`src/rtl/router_drain_scheduler_if.sv`:
```
// Output-side bus of the router drain scheduler: FIFO status/heads in, pop strobes
// and the shared single-byte valid/ready stream out.
interface router_drain_scheduler_if;
    logic [2:0] vldout;
    logic [7:0] data_out_0;
    logic [7:0] data_out_1;
    logic [7:0] data_out_2;
    logic [2:0] read_enb;
    logic [7:0] out_data;
    logic       out_valid;
    logic       out_ready;
    logic [1:0] out_chan;
    logic [2:0] soft_reset;

    modport master (
        input  vldout, data_out_0, data_out_1, data_out_2, out_ready,
        output read_enb, out_data, out_valid, out_chan, soft_reset
    );

    modport slave (
        output vldout, data_out_0, data_out_1, data_out_2, out_ready,
        input  read_enb, out_data, out_valid, out_chan, soft_reset
    );
endinterface

```
`src/rtl/router_drain_scheduler.sv`:
```
// Round-robin burst drain of three router FIFOs onto one valid/ready byte stream,
// with a per-channel starvation watchdog.
module router_drain_scheduler #(
    parameter int unsigned MAX_BURST = 4,
    parameter int unsigned TIMEOUT   = 30
) (
    input  logic                     clk,
    input  logic                     rst,
    router_drain_scheduler_if.master bus
);
    typedef enum logic [1:0] {StIdle = 2'd0, StXfer = 2'd1, StGap = 2'd2} state_e;

    localparam logic [3:0] BurstLast = 4'(MAX_BURST - 1);
    localparam logic [7:0] WdLast    = 8'(TIMEOUT - 1);

    state_e          state_q, state_d;
    logic [1:0]      grant_q, grant_d;
    logic [1:0]      last_grant_q, last_grant_d;
    logic [3:0]      burst_cnt_q, burst_cnt_d;
    logic [2:0][7:0] wd_cnt_q, wd_cnt_d;
    logic [2:0]      soft_reset_q, soft_reset_d;

    logic [1:0] c1, c2, c3, rr_chan;
    logic       vld_g;
    logic [7:0] head_g;
    logic       out_valid;
    logic [2:0] read_enb;

    // Candidate order for the next grant, starting just after the last one served.
    always_comb begin
        c1 = (last_grant_q == 2'd2) ? 2'd0 : last_grant_q + 2'd1;
        c2 = (c1 == 2'd2) ? 2'd0 : c1 + 2'd1;
        c3 = (c2 == 2'd2) ? 2'd0 : c2 + 2'd1;
        if (bus.vldout[c1]) begin
            rr_chan = c1;
        end else if (bus.vldout[c2]) begin
            rr_chan = c2;
        end else begin
            rr_chan = c3;
        end
    end

    always_comb begin
        vld_g  = 1'b0;
        head_g = 8'h00;
        case (grant_q)
            2'd0:    begin vld_g = bus.vldout[0]; head_g = bus.data_out_0; end
            2'd1:    begin vld_g = bus.vldout[1]; head_g = bus.data_out_1; end
            2'd2:    begin vld_g = bus.vldout[2]; head_g = bus.data_out_2; end
            default: begin vld_g = 1'b0;          head_g = 8'h00;          end
        endcase
    end

    always_comb begin
        out_valid = (state_q == StXfer) && vld_g;
        read_enb  = 3'b000;
        if (out_valid && bus.out_ready) begin
            read_enb[grant_q] = 1'b1;
        end
        bus.out_valid  = out_valid;
        bus.out_data   = out_valid ? head_g : 8'h00;
        bus.read_enb   = read_enb;
        bus.out_chan   = grant_q;
        bus.soft_reset = soft_reset_q;
    end

    always_comb begin
        state_d      = state_q;
        grant_d      = grant_q;
        last_grant_d = last_grant_q;
        burst_cnt_d  = burst_cnt_q;
        unique case (state_q)
            StIdle: begin
                if (|bus.vldout) begin
                    grant_d     = rr_chan;
                    burst_cnt_d = 4'd0;
                    state_d     = StXfer;
                end
            end
            StXfer: begin
                if (!vld_g) begin
                    state_d = StGap;
                end else if (bus.out_ready) begin
                    burst_cnt_d = burst_cnt_q + 4'd1;
                    if (burst_cnt_q == BurstLast) begin
                        state_d = StGap;
                    end
                end
            end
            StGap: begin
                last_grant_d = grant_q;
                state_d      = StIdle;
            end
            default: state_d = StIdle;
        endcase
    end

    // A stalled granted channel keeps counting: only an actual pop proves progress.
    always_comb begin
        wd_cnt_d     = wd_cnt_q;
        soft_reset_d = 3'b000;
        for (int i = 0; i < 3; i++) begin
            if (!bus.vldout[i] || read_enb[i]) begin
                wd_cnt_d[i] = 8'd0;
            end else if (wd_cnt_q[i] == WdLast) begin
                wd_cnt_d[i]     = 8'd0;
                soft_reset_d[i] = 1'b1;
            end else begin
                wd_cnt_d[i] = wd_cnt_q[i] + 8'd1;
            end
        end
    end

    always_ff @(posedge clk) begin
        if (rst) begin
            state_q      <= StIdle;
            grant_q      <= 2'd0;
            last_grant_q <= 2'd2;
            burst_cnt_q  <= 4'd0;
            wd_cnt_q     <= '0;
            soft_reset_q <= 3'b000;
        end else begin
            state_q      <= state_d;
            grant_q      <= grant_d;
            last_grant_q <= last_grant_d;
            burst_cnt_q  <= burst_cnt_d;
            wd_cnt_q     <= wd_cnt_d;
            soft_reset_q <= soft_reset_d;
        end
    end
endmodule

```
`src/flat_wrapper.sv`:
```
// flat-port wrapper written by rule: the top's interface ports become plain ports
module router_drain_scheduler_flat 
#(
    parameter int unsigned MAX_BURST = 4,
    parameter int unsigned TIMEOUT   = 30
)
  (clk, rst, bus_vldout, bus_data_out_0, bus_data_out_1, bus_data_out_2, bus_out_ready, bus_read_enb, bus_out_data, bus_out_valid, bus_out_chan, bus_soft_reset);
  router_drain_scheduler_if bus_i ();
  input  logic clk;
  input  logic rst;
  input wire logic [$bits(bus_i.vldout)-1:0] bus_vldout;
  input wire logic [$bits(bus_i.data_out_0)-1:0] bus_data_out_0;
  input wire logic [$bits(bus_i.data_out_1)-1:0] bus_data_out_1;
  input wire logic [$bits(bus_i.data_out_2)-1:0] bus_data_out_2;
  input wire logic [$bits(bus_i.out_ready)-1:0] bus_out_ready;
  output wire logic [$bits(bus_i.read_enb)-1:0] bus_read_enb;
  output wire logic [$bits(bus_i.out_data)-1:0] bus_out_data;
  output wire logic [$bits(bus_i.out_valid)-1:0] bus_out_valid;
  output wire logic [$bits(bus_i.out_chan)-1:0] bus_out_chan;
  output wire logic [$bits(bus_i.soft_reset)-1:0] bus_soft_reset;
  assign bus_i.vldout = bus_vldout;
  assign bus_i.data_out_0 = bus_data_out_0;
  assign bus_i.data_out_1 = bus_data_out_1;
  assign bus_i.data_out_2 = bus_data_out_2;
  assign bus_i.out_ready = bus_out_ready;
  assign bus_read_enb = bus_i.read_enb;
  assign bus_out_data = bus_i.out_data;
  assign bus_out_valid = bus_i.out_valid;
  assign bus_out_chan = bus_i.out_chan;
  assign bus_soft_reset = bus_i.soft_reset;
  router_drain_scheduler #(.MAX_BURST(MAX_BURST), .TIMEOUT(TIMEOUT)) u_core (.clk(clk), .rst(rst), .bus(bus_i));
endmodule
```
`config.mk`:
```
export PLATFORM = sky130hd
export DESIGN_NAME = router_drain_scheduler_flat
export DESIGN_NICKNAME = d
export VERILOG_FILES = /design/src/rtl/router_drain_scheduler_if.sv /design/src/rtl/router_drain_scheduler.sv /design/src/flat_wrapper.sv
export SDC_FILE = /design/constraint.sdc
export NUM_CORES = 1
export LEC_CHECK = 0
export ABC_AREA = 1
export ABC_CLOCK_PERIOD_IN_PS = 3500
export CAP_MARGIN = 20
export CORE_MARGIN = 1
export CORE_UTILIZATION = 63
export CTS_CLUSTER_DIAMETER = 200
export DETAILED_ROUTE_END_ITERATION = 6
export DONT_BUFFER_PORTS = 1
export GPL_ROUTABILITY_DRIVEN = 0
export PLACE_DENSITY = 0.9
export SLEW_MARGIN = 20
export SYNTH_ARGS = -nofsm -noshare
export SYNTH_HDL_FRONTEND = slang
export SYNTH_SLANG_ARGS = --single-unit
```
`constraint.sdc`:
```
create_clock -name clk -period 3.5 [get_ports clk]
set_input_delay 0.875 -clock clk [delete_from_list [all_inputs] [get_ports clk]]
set_output_delay 0.875 -clock clk [all_outputs]
set_load 0.1 [all_outputs]
```
# After elaboration in Yosys (flattened, before gate mapping)
# Cells that the tools add are included.
# classes
eq_ne	16
add_sub_neg	7
n_lt_le_gt_ge	4
n_reduce_logical	22
muxes	27
# op_table
operator	n
adder 8 x 1 -> 8 bit, second input constant	3
equality test 8 x 5 -> 1 bit, second input constant	3
one-hot mux 8 bit (3 select lines)	1
2-to-1 mux 2 bit	9
2-to-1 mux 4 bit	3
OR reduction 3 bit	4
equality test 2 bit, second input constant	5
less-than comparator 2 x 3 -> 1 bit, second input constant	3
2-to-1 mux 8 bit	1
one-hot mux 4 bit (2 select lines)	1
adder 2 x 1 -> 2 bit, second input constant	3
2-to-1 mux 1 bit	6
inequality test 3 bit, second input constant	2
OR reduction 2 bit	3
adder 4 x 1 -> 4 bit, second input constant	1
binary-select mux 1 bit (select 2 bit)	2
equality test 2 x 1 -> 1 bit, second input constant	2
equality test 4 x 2 -> 1 bit, second input constant	1
logical NOT 2 bit	2
inequality test 2 x 1 -> 1 bit, second input constant	2
one-hot mux 2 bit (2 select lines)	1
AND reduction 4 bit	1
logical AND 1 bit	3
logical NOT 1 bit	3
other kinds (9)	11
# word_totals
out_inout_bits	17
register_bits	37

# Longest topological paths before layout
# Gate-level depths: netlist of the first run.
# logic_depth
word_depth	8
depth_mapped	9
depth_no_buf	8

# Least setup slack after synthesis of the first run
# Ideal clock, no wire load.
# synth_path
path_type	register to output
startpoint	reg u_core.grant_q[0] (netlist: u_core.bus.out_chan[0])
endpoint	out bus_read_enb[0]
required_ns	2.625
stages_incl_launch_ff	5
arrival_time_ns	4.515
setup_slack_ns	-1.890
n_path_buf	0
cell_sequence	dfxtp_1 > nand3_1 > nand3_4 > nand2_4 > nor4_1
# synth_between
elab_chain_len	5
# synth_rtl
item	line_no	text
start: declaration	router_drain_scheduler.sv:17	logic [1:0] grant_q, grant_d;
start signal: assignment	router_drain_scheduler.sv:124	grant_q <= grant_d;
less-than comparator 2 x 3 -> 1 bit (not written as such) (tied with other cells)	router_drain_scheduler.sv:58	read_enb[grant_q] = 1'b1;
logical AND 1 bit (not written as such) or one-hot mux 1 bit (3 select lines) (tied branches)	router_drain_scheduler.sv:58, router_drain_scheduler.sv:46	
2-to-1 mux 1 bit (not written as such) or logical AND 1 bit (tied branches)	router_drain_scheduler.sv:58, router_drain_scheduler.sv:55	
demux 1 bit (select 2 bit) or logical AND 1 bit (tied branches)	-	
2-to-1 mux 3 bit *	router_drain_scheduler.sv:57	if (out_valid && bus.out_ready) begin
end: declaration	flat_wrapper.sv:16	output wire logic [$bits(bus_i.read_enb)-1:0] bus_read_enb;
# Every way passes the cells marked *; elsewhere a longest branch is shown, timed or not.

# Worst setup path in the final report of the first run
# Same ends and word-level chain as after synthesis.

==> impl_metrics.tcl, run 1 <==
set metrics [dict create \
    status "completed" \
    hold_buffers 0 \
    track_usage_pct 26.56 \
    slew_headroom_pct 37.85 \
    synth-xor-area-share_pct 6.262 \
    seqPwrFrac_pct 46.2 \
    arrival_ns 2.32 \
    start_util_pct 68.64 \
    syn_nets 298 \
    yosys.area_share.simple_pct 35.27 \
    rsz0062_at_grt "no" \
    synth_area_leaders "dfxtp_1, nand2_1, nor2_1" \
    hold_path_class "reg2reg" \
    finalSetupViolations 0 \
    synth_compound_area_share_pct 9.776 \
    synth_cell_type_count 32 \
    synth-seq-cells 37 \
    yosys.area.top_type "dfxtp_1" \
    diodes 0 \
    maxCapViolations 0 \
    switching_power_uw 388.3 \
    leakage_uw 0.0008451 \
    powerDensity_nw_per_um2 477.8 \
    place_inst 301 \
    slowest_stage "dfxtp_2" \
    drt_wl_total_um 3983 \
    clockBufferDepth 2 \
    clk_latency_ns 0.34 \
    syn_to_final_growth_pct 13.35 \
    cts_made_buffers 5 \
    cts_sinks 37 \
    post-cts-setup-buffers 0 \
    ir_worst_vdd_v 0.0003571 \
    cts.clk_slew.worst_paths_ns 0.11 \
    min_period_ns 3.196 \
    vias 1737 \
    routedWlPerCell_um 12.89 \
    synthFlopType "dfxtp_1" \
    crit_type "reg2out" \
    reg2reg_from "u_core.bus.out_chan[0]" \
    cell_internal_pwr_uw 672.3 \
    grt_pass1_wl_um 6755 \
    synth_fa_ha_area_share_pct 4.473 \
    grt_pass1_vias 1677 \
    synth_area_um2 1958 \
    yosysSeqAreaShare_pct 37.83 \
    synth.top_cell.area_share_pct 37.83 \
    dieArea_um2 3335 \
    r2r_setup_slack_ns 1.35 \
    h-tree-depth 2 \
    cts_resized 0 \
    finalHoldViolCount 0 \
    startpoint "u_core.bus.out_chan[0]" \
    final_common_cell "nand2_1" \
    pin_count 47 \
    die-height_um 57.75 \
    route.detailed.drc 0 \
    drv_slew 0 \
    yosys_warnings 0 \
    drive_gt1_share_pct 18.71 \
    drt-initial-drc-count 59 \
    dp_hpwl_um 2973 \
    fmax_ghz 0.3129 \
    swShare_pct 36.61 \
    rr_worst_depth 7 \
    synth_top_family_by_area "simple AND/OR/NAND/NOR gates" \
    core_um2 2853 \
    worst_pin_slew_ns 0.9310 \
    synth_edf_count 0 \
    power.share.clock_pct 29.1 \
    num_rows 19 \
    crit_path_end_kind "output port" \
    worstHoldPathCells 1 \
    fin_cells 309 \
    firstDrtPassIters 5 \
    antenna_found_initial 0 \
    crit_end "bus_read_enb[0]" \
    grt_start_max_net_pins 13 \
    critPathMaxStageDelay_ns 0.79 \
    nets 314 \
    cts_tree "done" \
    finalCritPeriodShare_pct 91.32 \
    cts_root_buffer "clkbuf_4" \
    fin_setup_tns_ns 0 \
    antenna_left 0 \
    final_cell_mix "nand2_1, nor2_1, dfxtp_1" \
    async_flop_share_pct 0 \
    via_per_inst 5.621 \
    pwr-share-comb_pct 24.7 \
    synth_mux_area_share_pct 0 \
    crit_chain "nand3_1 > nand3_4 > nand2_4 > nor4_4 > buf_4" \
    critPathMaxFanout 10 \
    grt.overflow.total 0 \
    finClkSkew_ns 0.005973 \
    die_w_um 57.75 \
    worstSetupStartpointType "register" \
    required_ns 2.62 \
    port_buffers 0 \
    r2r_end "u_core.state_q[1]" \
    syn_area_per_cell_um2 7.502 \
    syn_inst 261 \
]
worst min-delay path by stage:
stage / startpoint / endpoint / slack (ns)
floorplan: u_core.wd_cnt_q[16] / u_core.wd_cnt_q[16] / 0.43
detailed placement: u_core.wd_cnt_q[16] / u_core.wd_cnt_q[16] / 0.46
global route: u_core.wd_cnt_q[16] / u_core.wd_cnt_q[16] / 0.50
CTS: u_core.wd_cnt_q[16] / u_core.wd_cnt_q[16] / 0.48
global placement: u_core.wd_cnt_q[16] / u_core.wd_cnt_q[16] / 0.45
finish: u_core.wd_cnt_q[8] / u_core.wd_cnt_q[8] / 0.49
synthesized netlist by cell type, types with 2 or more instances:
library cell and n:
nand2_1 54, nor2_1 42, dfxtp_1 37, inv_1 27, nand3_1 21, a21oi_1 10, a31oi_1 10, xor2_1 10
ha_1 7, nand4_1 5, nand3_2 4, o21ai_0 4, xnor2_1 4, inv_2 3, nand2_2 2, nand2_4 2
nand3b_1 2, nor2_4 2, or2_2 2
layout make-up:
class	instances	area [um2]
Multi-Input combinational cell	192	1157
Sequential cell	37	743.2
Fill cell	201	633.1
Inverter	30	112.6
Timing Repair Buffer	11	82.58
Clock buffer	7	55.05
Tap cell	31	38.79
Clock inverter	1	30.03
cell families after synthesis:
group                      after synthesis
adders and majority gates                7
AOI/OAI and AO/OA                       29
xor gates and xnor gates                14
buffers and inverters                   32
and+or+nand+nor                        142
DFF                                     37
state kept, by name, indices dropped and copies added (netlist names):
signal                 flops
u_core.wd_cnt_q           24
u_core.bus.out_chan        2
u_core.last_grant_q        2
u_core.bus.soft_reset      3
u_core.burst_cnt_q         4
u_core.state_q             2
layer usage:
metal / part of all wire (%) / up-vias / global-route usage, %
li1: - / 879 / -
met5: 0 / - / 0
met2: 52 / 50 / 49.83
met3: 5.1 / 6 / 7.143
met4: 1.6 / 0 / 11.90
met1: 41 / 802 / 27.49
critical path, delay by kind of cell, from the launching register on:
| family | cells | cell delay (ns) |
|---|---|---|
| buffers and inverters | 1 | 0.34 |
| flip-flops | 1 | 0.79 |
| AND/OR/NAND/NOR | 4 | 0.85 |
per-stage QoR:
step | cell area (um2) | utilization (%) | worst slack, ns | power [uW] | hold slack, ns
after floorplan | 2026 | - | 0.2628 | 717.1 | 0.4337
after global placement | 2135 | 74.82 | 0.7519 | 750.8 | 0.4514
after detailed placement | 2135 | 74.82 | 0.7050 | 760.3 | 0.4575
after CTS | 2220 | 77.81 | 0.3138 | 1066 | 0.4824
after global routing | 2220 | 77.81 | 0.2106 | 1107 | 0.5016
final | 2220 | 77.81 | 0.3038 | 1061 | 0.4866
power groups by stage:
| stage | logic (uW) | registers, uW | clock network [uW] |
|---|---|---|---|
| 6_report | 262 | 490 | 308 |
| 5_1_grt | 282 | 493 | 332 |
| 4_1_cts | 262 | 490 | 313 |
| 3_5_place_dp | 261 | 499 | 0 |
| 3_3_place_gp | 253 | 498 | 0 |
| 2_1_floorplan | 228 | 489 | 0 |
Power figures use the tool's default switching activity.
==> run 2: changes to the inputs <==
--- a/config.mk
+++ b/config.mk
@@ -6,15 +6,15 @@
 export NUM_CORES = 1
 export LEC_CHECK = 0
 export ABC_AREA = 1
-export ABC_CLOCK_PERIOD_IN_PS = 3500
+export ABC_CLOCK_PERIOD_IN_PS = 3200
 export CAP_MARGIN = 20
 export CORE_MARGIN = 1
-export CORE_UTILIZATION = 63
+export CORE_UTILIZATION = 62
 export CTS_CLUSTER_DIAMETER = 200
 export DETAILED_ROUTE_END_ITERATION = 6
 export DONT_BUFFER_PORTS = 1
 export GPL_ROUTABILITY_DRIVEN = 0
-export PLACE_DENSITY = 0.9
+export PLACE_DENSITY = 0.89
 export SLEW_MARGIN = 20
 export SYNTH_ARGS = -nofsm -noshare
 export SYNTH_HDL_FRONTEND = slang
==> constraint.sdc (replaced) <==
create_clock -name clk -period 3.2 [get_ports clk]
set_input_delay 0.8 -clock clk [delete_from_list [all_inputs] [get_ports clk]]
set_output_delay 0.8 -clock clk [all_outputs]
set_load 0.1 [all_outputs]
==> run 2 against run 1 <==
Worst hold slack worse by 0.0083 ns. Clock-buffer cell count unchanged. Largest power group unchanged. Register-to-register slack improved by 0.04 ns.
==> impl_metrics.tcl, run 2 (synthesis gave the netlist of run 1 again) <==
set metrics [dict create \
    status "completed" \
    clockBufferDepth 2 \
    reg2reg_from "u_core.bus.out_chan[0]" \
    post-cts-setup-buffers 0 \
    largest_register_ffs 24 \
    finalCritPeriodShare_pct 84.92 \
    min_from "u_core.wd_cnt_q[16]" \
    core_um2 3028 \
    start_util_pct 64.67 \
    drt-initial-drc-count 69 \
    finalSetupViolations 0 \
    fin_area_um2 2221 \
    drive_gt1_share_pct 19.00 \
    post_dp_cell_area_um2 2166 \
    startpoint "u_core.bus.out_chan[0]" \
    antenna_found_initial 0 \
    grt_pass1_wl_um 6127 \
    leakage_uw 0.0008414 \
    fmax_ghz 0.3680 \
    rsz0062_at_grt "no" \
    cts_tree "done" \
    critPathMaxFanout 10 \
    worstSetupStartpointType "register" \
    cts_made_buffers 5 \
    vias 1732 \
    holdWs_ns 0.4783 \
    top_register "u_core.wd_cnt_q" \
    arrival_ns 1.92 \
    critPathMaxStageDelay_ns 0.40 \
    cts_sinks 37 \
    finalHoldViolCount 0 \
    die_w_um 58.20 \
    grt.overflow.total 0 \
    place_ws_ns 0.6217 \
    cts_resized 0 \
    drv_slew 0 \
    worst_pin_slew_ns 0.9278 \
    syn_to_final_growth_pct 13.42 \
    hold_path_class "reg2reg" \
    firstDrtPassIters 4 \
    die-height_um 58.20 \
    port_buffers 0 \
    h-tree-depth 2 \
    antenna_left 0 \
    final_cell_mix "nand2_1, nor2_1, dfxtp_1" \
    required_ns 2.40 \
    multiInputGateArea_um2 1157 \
    crit_path_end_kind "output port" \
    regArea_um2 743.2 \
    crit_type "reg2out" \
    grt_pass1_vias 1545 \
    via_per_inst 5.362 \
    diodes 0 \
    cts_root_buffer "clkbuf_4" \
    slowest_stage "dfxtp_2" \
    dieArea_um2 3387 \
    clk_latency_ns 0.33 \
    route.detailed.drc 0 \
    crit_chain "nor2_4 > nand2_4 > nand3_4 > nand2_4 > nor4_4 > buf_4" \
    n_fill_cell 236 \
    cts.clk_slew.worst_paths_ns 0.10 \
    cp_common_cell "nand2_4" \
    powerDensity_nw_per_um2 480.7 \
    hold_buffers 0 \
    track_usage_pct 23.42 \
    routedWlPerCell_um 11.42 \
    pin_count 47 \
    postLayoutSetupSlackWorst_ns 0.4825 \
    dp_hpwl_um 2815 \
    slew_headroom_pct 38.06 \
    maxCapViolations 0 \
    grt_start_max_net_pins 13 \
    finClkSkew_ns 0.008358 \
    min_period_ns 2.717 \
    fin_setup_tns_ns 0 \
    drt_wl_total_um 3688 \
    ir_worst_vdd_v 0.0002856 \
    nets 316 \
    final_common_cell "nand2_1" \
    num_rows 20 \
]
[run 2: changes by cell type in the layout (fill, tap and decap cells not counted), sizes merged]
cell,change
buf,+2
bufinv,-1
[run 2: report_power, final]
part / switching [uW] / leakage (uW) / internal, uW
registers: 26.0 / 0.000301 / 479
logic: 248 / 0.000509 / 74.9
clock network: 137 / 0.0000314 / 104
[run 2: path summary, 6_finish.rpt]
check	endpoint	slack [ns]	depth (start not counted)
worst max-delay path	bus_read_enb[0]	0.48	6
worst min-delay path	u_core.wd_cnt_q[16]	0.48	1
worst max register to register	u_core.state_q[1]	1.39	8
worst min register to register	u_core.wd_cnt_q[16]	0.48	1
[run 2: layout make-up]
class                      instances  share of cell area [%]
timing repair buffer              13                   4.394
inverter                          30                   5.070
multi-input combinational        192                   52.11
sequential                        37                   33.46
tap                               44                   2.479
clock buffer                       7                   2.479
[run 2: per-layer routing]
layer,track usage (%),up-vias,part of all wire (%)
met1,26.77,789,43
li1,-,886,-
met2,40.72,51,50
met4,10.20,0,1.5
met3,6.473,6,5.4
met5,0,-,0
[run 2: critical path: cells and delay by family, from the launching register on]
kind,cells,cell delay [ns]
flip-flops,1,0.40
buffers and inverters,1,0.33
AND/OR/NAND/NOR,5,0.86
[run 2: per-stage QoR]
stage / utilization, % / total power, uW / cells
final: 73.35 / 1068 / 323
after global routing: 73.35 / 1123 / 323
after CTS: 73.35 / 1080 / 323
after detailed placement: 71.53 / 838.0 / 316
after global placement: 71.53 / 827.9 / 316
after floorplan: - / 784.3 / 261
